==> src/rtl/io_bus_ctrl.sv <==
// Memory-mapped IO bridge: status/rx/tx UART registers plus a counter window. Loads return on mem_rdata one cycle after mem_re.
// Tx stores that find the FIFO full are dropped and latch tx_overflow. Rx is held off via uart_rx_ready until the byte is read.

// Generic circular FIFO; head visible one cycle after push into empty, pushes while full are ignored.
module io_bus_fifo #(
  parameter int DEPTH = 4,
  parameter int W     = 8
) (
  input  logic         clk,
  input  logic         rst_n,
  input  logic         push,
  input  logic [W-1:0] push_dat,
  input  logic         pop,
  output logic [W-1:0] head_dat,
  output logic         full,
  output logic         empty
);
  localparam int AW = (DEPTH > 1) ? $clog2(DEPTH) : 1;
  localparam int CW = AW + 1;

  logic [W-1:0]  mem [DEPTH];
  logic [AW-1:0] wr_ptr;
  logic [AW-1:0] rd_ptr;
  logic [CW-1:0] count;
  logic          push_ok;
  logic          pop_ok;

  assign full     = (count == CW'(DEPTH));
  assign empty    = (count == '0);
  assign push_ok  = push & ~full;
  assign pop_ok   = pop & ~empty;
  assign head_dat = mem[rd_ptr];

  always_ff @(posedge clk) begin
    if (push_ok) begin
      mem[wr_ptr] <= push_dat;
    end
  end

  // Power-of-two depth lets the pointers wrap by natural overflow.
  always_ff @(posedge clk or negedge rst_n) begin
    if (!rst_n) begin
      wr_ptr <= '0;
      rd_ptr <= '0;
      count  <= '0;
    end else begin
      if (push_ok) begin
        wr_ptr <= wr_ptr + AW'(1);
      end
      if (pop_ok) begin
        rd_ptr <= rd_ptr + AW'(1);
      end
      case ({push_ok, pop_ok})
        2'b10:   count <= count + CW'(1);
        2'b01:   count <= count - CW'(1);
        default: count <= count;
      endcase
    end
  end
endmodule

module io_bus_ctrl #(
  parameter int TX_DEPTH = 4
) (
  input  logic        clk,
  input  logic        rst_n,
  input  logic [31:0] mem_addr,
  input  logic [31:0] mem_wdata,
  input  logic        mem_we,
  input  logic        mem_re,
  output logic [31:0] mem_rdata,
  output logic [31:0] cnt_addr,
  output logic        cnt_we,
  output logic [31:0] cnt_din,
  input  logic [31:0] cnt_dout,
  output logic [7:0]  uart_tx_data,
  output logic        uart_tx_valid,
  input  logic        uart_tx_ready,
  input  logic [7:0]  uart_rx_data,
  input  logic        uart_rx_valid,
  output logic        uart_rx_ready
);
  localparam logic [31:0] ADDR_STATUS = 32'h8000_0000;
  localparam logic [31:0] ADDR_RX     = 32'h8000_0004;
  localparam logic [31:0] ADDR_TX     = 32'h8000_0008;
  localparam logic [31:0] ADDR_CNT0   = 32'h8000_0010;
  localparam logic [31:0] ADDR_CNT1   = 32'h8000_0014;
  localparam logic [31:0] ADDR_CNT2   = 32'h8000_0018;

  logic        hit_status;
  logic        hit_rx;
  logic        hit_tx;
  logic        hit_cnt;
  logic        tx_push;
  logic        tx_pop;
  logic        tx_full;
  logic        tx_empty;
  logic        tx_overflow;
  logic        ovf_set;
  logic        ovf_clr;
  logic        rx_full;
  logic [7:0]  rx_byte;
  logic        rx_capture;
  logic        rx_read;
  logic [31:0] status_word;
  logic [31:0] rx_word;
  logic [31:0] rdata_q;
  logic        sel_cnt_q;

  assign hit_status = (mem_addr == ADDR_STATUS);
  assign hit_rx     = (mem_addr == ADDR_RX);
  assign hit_tx     = (mem_addr == ADDR_TX);
  assign hit_cnt    = (mem_addr == ADDR_CNT0) || (mem_addr == ADDR_CNT1) ||
                      (mem_addr == ADDR_CNT2);

  assign cnt_addr = mem_addr;
  assign cnt_din  = mem_wdata;
  assign cnt_we   = mem_we & hit_cnt;

  assign tx_push       = mem_we & hit_tx;
  assign tx_pop        = uart_tx_valid & uart_tx_ready;
  assign uart_tx_valid = ~tx_empty;

  io_bus_fifo #(
    .DEPTH (TX_DEPTH),
    .W     (8)
  ) u_tx_fifo (
    .clk      (clk),
    .rst_n    (rst_n),
    .push     (tx_push),
    .push_dat (mem_wdata[7:0]),
    .pop      (tx_pop),
    .head_dat (uart_tx_data),
    .full     (tx_full),
    .empty    (tx_empty)
  );

  // Fullness is judged before this cycle's pop, so a concurrent pop never rescues a push.
  assign ovf_set = tx_push & tx_full;
  assign ovf_clr = mem_we & hit_status & mem_wdata[2];

  always_ff @(posedge clk or negedge rst_n) begin
    if (!rst_n) begin
      tx_overflow <= 1'b0;
    end else if (ovf_set) begin
      tx_overflow <= 1'b1;
    end else if (ovf_clr) begin
      tx_overflow <= 1'b0;
    end
  end

  assign uart_rx_ready = ~rx_full;
  assign rx_capture    = uart_rx_valid & uart_rx_ready;
  assign rx_read       = mem_re & hit_rx & rx_full;

  always_ff @(posedge clk or negedge rst_n) begin
    if (!rst_n) begin
      rx_full <= 1'b0;
      rx_byte <= '0;
    end else if (rx_capture) begin
      rx_full <= 1'b1;
      rx_byte <= uart_rx_data;
    end else if (rx_read) begin
      rx_full <= 1'b0;
    end
  end

  assign status_word = {28'b0, tx_empty, tx_overflow, rx_full, ~tx_full};
  assign rx_word     = rx_full ? {24'b0, rx_byte} : 32'b0;

  // Counter reads bypass rdata_q because cnt_dout is already registered upstream.
  always_ff @(posedge clk or negedge rst_n) begin
    if (!rst_n) begin
      rdata_q   <= '0;
      sel_cnt_q <= 1'b0;
    end else begin
      sel_cnt_q <= mem_re & hit_cnt;
      if (mem_re && hit_status) begin
        rdata_q <= status_word;
      end else if (mem_re && hit_rx) begin
        rdata_q <= rx_word;
      end else begin
        rdata_q <= '0;
      end
    end
  end

  assign mem_rdata = sel_cnt_q ? cnt_dout : rdata_q;
endmodule

==> config.mk <==
export PLATFORM = sky130hd
export DESIGN_NAME = io_bus_ctrl
export DESIGN_NICKNAME = d
export VERILOG_FILES = /design/src/rtl/io_bus_ctrl.sv
export SDC_FILE = /design/constraint.sdc
export NUM_CORES = 1
export LEC_CHECK = 0
export ABC_AREA = 1
export CAP_MARGIN = 20
export CORE_UTILIZATION = 37
export DETAILED_ROUTE_END_ITERATION = 7
export PLACE_DENSITY = 0.82
export SETUP_SLACK_MARGIN = 0.05
export SYNTH_ARGS = -nofsm -noshare
export SYNTH_HDL_FRONTEND = slang
export SYNTH_SLANG_ARGS = --single-unit
==> constraint.sdc <==
create_clock -name clk -period 2.3 [get_ports clk]
set_clock_uncertainty 0.05 [all_clocks]
set_input_delay 0.575 -clock clk [delete_from_list [all_inputs] [get_ports clk]]
set_output_delay 0.575 -clock clk [all_outputs]
set_load 0.02 [all_outputs]
Yosys cells after proc, flatten, opt, wreduce, memory -nomap -nowiden --
Memory sizes are Yosys's and may differ from the RTL's. Cells that the tools add are included.
Operators by class: div/mod/pow operators 0, multipliers 0, mux-type cells 11, bitwise operators 15, add/subtract/negate cells 4, shifts and indexed selects 0, order comparisons 0, eq/ne operators 9, reductions and logical operators 8
Operator list (count):
- $eq A32 B32 Y1 const B | 6
- $mux W32 | 1
- $mux W8 | 3
- $and A1 B1 Y1 | 12
- $mux W1 | 6
- $pmux W3 S2 | 1
- $reduce_bool A2 Y1 | 3
- $add A2 B1 Y2 const B | 2
- $add A3 B1 Y3 const B | 1
- $eq A3 B3 Y1 const B | 1
- $logic_not A3 Y1 | 1
- $not A1 Y1 | 3
- $sub A3 B1 Y3 const B | 1
- $eq A2 B1 Y1 const B | 1
- $eq A2 B2 Y1 const B | 1
- $logic_and A1 B1 Y1 | 2
- $logic_or A1 B1 Y1 | 2
Word-level totals: register bits 50, memories 1, logic and storage cells 56, input bits 110, memory bits (read-only) 0, bits in latches 0, memory bits (writable) 32, output and inout port bits 107
Memories:
- u_tx_fifo.mem | depth 4, width 8, read ports 1, clocked after memory_dff 0, write ports 1, line 21 | logic [W-1:0] mem [DEPTH];

Longest topological paths before layout --
word-level depth 6, mapped depth 13, mapped depth without buffers 13

Cells and area by module --
Synthesis repeated with hierarchy kept, for this count alone.
Second synthesis, totals: cells, all modules 395, area, all modules 3474.6 µm²
By module, submodules not included:
- io_bus_fifo | seq. area each 1136.1 µm², instances 1, cells each 154, area an instance 1751.7 µm²
- io_bus_ctrl | seq. area each 475.5 µm², instances 1, cells each 241, area an instance 1722.9 µm²

Worst setup path after synthesis --
OpenSTA, ideal clock, no wires.
kind in2reg, start point input port mem_addr[23], end point register u_tx_fifo.count[1], path slack 138 ps, cell stages on the path 10, setup time 83 ps, data required time 2167 ps, data arrival time 2030 ps, path through nor2_1 -> nand2_1 -> nor2_1 -> nand2_1 -> nor2_4 -> nand4_4 -> ha_1 -> inv_1 -> fa_1 -> o21ai_0
Between the ends: longest elaborated chain between the ends 5, elaborated cells between the ends (all ways) 7, classes of those cells 3 x eq/ne; 1 x mux; 2 x bitwise; 1 x reduce/logical
Ends and longest elaborated chain:
- from (decl) | line 67 | input logic [31:0] mem_addr,
- $eq A32 B32 Y1 (*) | line 112 | assign hit_tx = (mem_addr == ADDR_TX);
- $and A1 B1 Y1 (*) | line 120 | assign tx_push = mem_we & hit_tx;
- $and A1 B1 Y1 (*) | line 30 | assign push_ok = push & ~full;
- $eq A2 B1 Y1 or $eq A2 B2 Y1 (tied branches) | line 53 | case ({push_ok, pop_ok})
- $pmux W3 S2 or $reduce_bool A2 Y1 (tied branches)
- to (signal assigned) | line 54 | 2'b10: count <= count + CW'(1);
- to (signal assigned) | line 55 | 2'b01: count <= count - CW'(1);
- to (signal assigned) | line 56 | default: count <= count;
- to (decl) | line 24 | logic [CW-1:0] count;
Mark *: on every way between the ends. The rest lies on a longest branch, timed or not. A chain may end at the register's enable or synchronous reset.

Final worst setup path --
start point input port mem_addr[8], end point output port cnt_we
Between the ends: longest elaborated chain between the ends 4, elaborated cells between the ends (all ways) 6, classes of those cells 3 x eq/ne; 1 x bitwise; 2 x reduce/logical
Ends and longest elaborated chain:
- $eq A32 B32 Y1 | line 113 | assign hit_cnt = (mem_addr == ADDR_CNT0) || (mem_addr == ADDR_CNT1) ||
- $logic_or A1 B1 Y1 | line 113
- $logic_or A1 B1 Y1 (*) | line 113
- $and A1 B1 Y1 (*) | line 118 | assign cnt_we = mem_we & hit_cnt;
- to (decl) | line 73 | output logic cnt_we,
Marks and branches as above.

==> results <==
==> worst max-delay path by stage <==
stage	startpoint	end	slack, ps	depth (start not counted)
CTS	mem_addr[13]	cnt_we	-190	9
detailed placement	mem_addr[23]	cnt_we	-780	9
floorplan	mem_addr[23]	u_tx_fifo.count[1]$_DFFE_PN0P_	140	10
global placement	mem_addr[31]	cnt_we	-760	10
finish	mem_addr[8]	cnt_we	80	9
global route	mem_addr[8]	cnt_we	-30	9
==> cells by family (layout without fill, tap and decap cells) <==
kind of cell | Yosys count | count (layout)
flip-flops | 58 | 58
XOR/XNOR | 3 | 3
adder cells (fa/ha/maj) | 6 | 6
AO/OA/AOI/OAI | 31 | 31
AND/OR/NAND/NOR | 130 | 130
buffers and inverters | 123 | 296
multiplexers | 12 | 12
==> cell usage in the layout (no fill, tap or decap), types with 2 or more instances in the layout <==
master and n:
buf_6 2, inv_1 46, nand3_1 2, dlygate4sd2_1 48, clkbuf_2 30, clkdlybuf4s50_1 76
inv_2 5, nand4_1 8, clkinv_1 3, dlymetal6s2s_1 11, o21ai_0 16, nor2_1 45
dfrtp_1 24, o22ai_1 8, bufinv_16 2, buf_4 60, xor2_1 2, dfrtp_2 2
clkbuf_8 9, a21oi_1 4, nand2_1 53, nor2_4 3, mux2_2 12, nor2_2 10
ha_1 4, edfxtp_1 32
==> flip-flops by register name, summed over array words and instances (netlist names) <==
signal            count
rdata_q               8
rx_byte               8
rx_full               1
sel_cnt_q             1
tx_overflow           1
u_tx_fifo.count       3
u_tx_fifo.mem        32
u_tx_fifo.rd_ptr      2
u_tx_fifo.wr_ptr      2
==> repair_timing <==
action,4_1_cts,5_1_grt
setup buffers,11,2
gates resized for setup,104,85
endpoints found under the setup margin,99,34
hold endpoints to repair,0,0
pin swaps,17,31
==> power by group <==
part	internal [mW]	switching (mW)	total [mW]
clock network	0.596	0.378	0.974
registers	1.16	0.0471	1.21
logic	0.506	0.640	1.15
total	2.26	1.06	3.33
==> cell usage after synthesis <==
cell | instances | area, um2
inv_1 | 49 | 184
buf_2 | 6 | 30.0
nand3b_1 | 1 | 7.51
buf_4 | 64 | 480
fa_1 | 1 | 20.0
clkbuf_1 | 2 | 7.51
nor3_2 | 1 | 10.0
ha_1 | 5 | 62.6
dfrtp_1 | 26 | 651
nor3_1 | 1 | 5.00
o21ai_0 | 18 | 90.1
nor2_1 | 54 | 203
nor3_4 | 1 | 16.3
inv_2 | 2 | 7.51
nor2_2 | 3 | 18.8
nand3_1 | 2 | 10.0
o22ai_1 | 8 | 50.1
xnor2_1 | 1 | 8.76
nor2_4 | 1 | 11.3
nand2_1 | 54 | 203
nand4_1 | 8 | 50.1
edfxtp_1 | 32 | 961
nand4_4 | 1 | 21.3
mux2_2 | 12 | 135
nor4_2 | 1 | 12.5
nor4b_1 | 1 | 8.76
a21oi_1 | 5 | 25.0
xor2_1 | 2 | 17.5
nand3_2 | 1 | 10.0
==> per-stage QoR <==
stage / setup WS (ps) / power [mW] / cells / hold slack (ps) / util, %
2_1_floorplan: 138 / 1.91 / 363 / 229 / -
5_1_grt: -25.3 / 3.53 / 644 / 458 / 59.4
6_report: 79.2 / 3.33 / 644 / 429 / 59.4
3_3_place_gp: -755 / 2.43 / 615 / 409 / 57.2
3_5_place_dp: -776 / 2.45 / 615 / 410 / 57.2
4_1_cts: -189 / 3.37 / 642 / 429 / 59.8
==> critical path, stage by stage <==
cell	delay (ps)
dlymetal6s2s_1	140
nor2_1	110
nand2_1	70
nor2_2	130
inv_2	50
nor2_4	110
nand4_1	120
nor2_1	140
buf_4	160
==> area by class of cell <==
cell class,instances,area share [%]
timing repair buffer,229,37.9
sequential,58,31.1
multi-input combinational,182,20.6
inverter,51,3.69
tap,108,2.61
clock buffer,9,2.39
clock inverter,7,1.62
==> layer usage <==
| metal | vias up | part of all wire (%) |
|---|---|---|
| li1 | 1431 | - |
| met1 | 1338 | 36 |
| met2 | 127 | 54 |
| met3 | 29 | 6.5 |
| met4 | 0 | 3.4 |
| met5 | - | 0 |
==> out/results.txt <==
Routed len/inst = 13.4 um
Hold Vio Cnt, Final = 0
Hold Crit Start = rx_byte[0]$_DFFE_PN0P_
Final wirelength = 8640 um
Final setup violation count = 0
Distinct cells, synth = 29
Hpwl dp = 6600 um
Max_cap viols = 0
Worst-Skew Late Latency = 330 ps
Synth-to-layout area growth = 56.3%
DR pass1 iterations = 6
Reg-to-Reg End = u_tx_fifo.count[2]$_DFFE_PN0P_
Syn Area/Cell = 9.14 um2
Vias in the first global route = 3,108
Hold depth = 2
YS warnings = 0
Setup tns final = 0 ps
Global Route met1 Usage = 18.6%
Clk sinks = 58
Seq/Total Area, Yosys = 48.6%
Seq cells post-synth = 58
RR Startpoint = u_tx_fifo.count[1]$_DFFE_PN0P_
Vias = 2,925
Tmin final = 2220 ps
GR Overflow Total = 0
Post-Synthesis Cells = 363
Synth Area in Compound Gates = 4.98%
Register area = 0.00161 mm2
Xor/xnor share of the synthesized area = 0.792%
# IOs = 217
F_max = 0.450 GHz
Multiplexer share of the synthesized area = 4.07%
Mapped Area = 0.00332 mm2
Fillers = 736
Worst Hold End = rdata_q[0]$_DFF_PN0_
Placement Cell Area = 0.00499 mm2
Hold_buf cts = 0
Synth Area in Simple Gates = 17.7%
Grt peak-use layer = met2
CTS tree = done
H-tree depth = 3
Synthesized Nets = 479
GR Util met2 = 35.6%
Largest family of logic cells by synthesized area = buffers and inverters
Initial antenna violation count = 0
Maximum fanout along the worst path = 2
Fraction of layout cells with a size suffix above 1 = 28.0%
Drt via density = 4.54
RSZ-0062 raised after global routing = true
Nets = 647
WS Path Type = primary input to output port
Design area = 0.00518 mm2
Diode count = 0
CTS buffer count = 9
First-pass GRT wire length = 14,000 um
IO buf count = 168
Worst setup EP type = output port
Gr usage total = 18.9%
Final Cycle Share = 96.6%
GPL Wtd Cong = 0.772
Slew of the pin with the lowest slew margin = 421 ps
# rows = 34
Status = completed
Post-Synth Adder-Cell Area = 2.49%
Longest Clk Path Bufs = 2
Max-slew headroom = 71.9%
Routed Antenna Nets = 0
Die X = 96.7 um
Reg clk slew, reported paths = 70 ps
GR Layer Usage met3 = 4.84%
Reg2Reg Depth = 9
Worst VDD drop = 0.326 mV
Die Y = 96.7 um
HP Class = flop to flop
Initial drt markers = 130
CP startpoint kind = primary input
Largest net degree at the start of global routing = 27
Leakage = 2.68 nW
Final slew viol count = 0
Root Buffer = clkbuf_8
Critical path arrival = 1600 ps
Power Density = 642 mW/mm2
Die area = 0.00935 mm2
CP Data Required Time = 1670 ps
Drt drc = 0
Reg2Reg Setup Slack = 280 ps
Area of the multi-input gates = 0.00107 mm2
Initial Util = 38.0%
Core ar. = 0.00872 mm2
(Power assumes the default switching activity.)
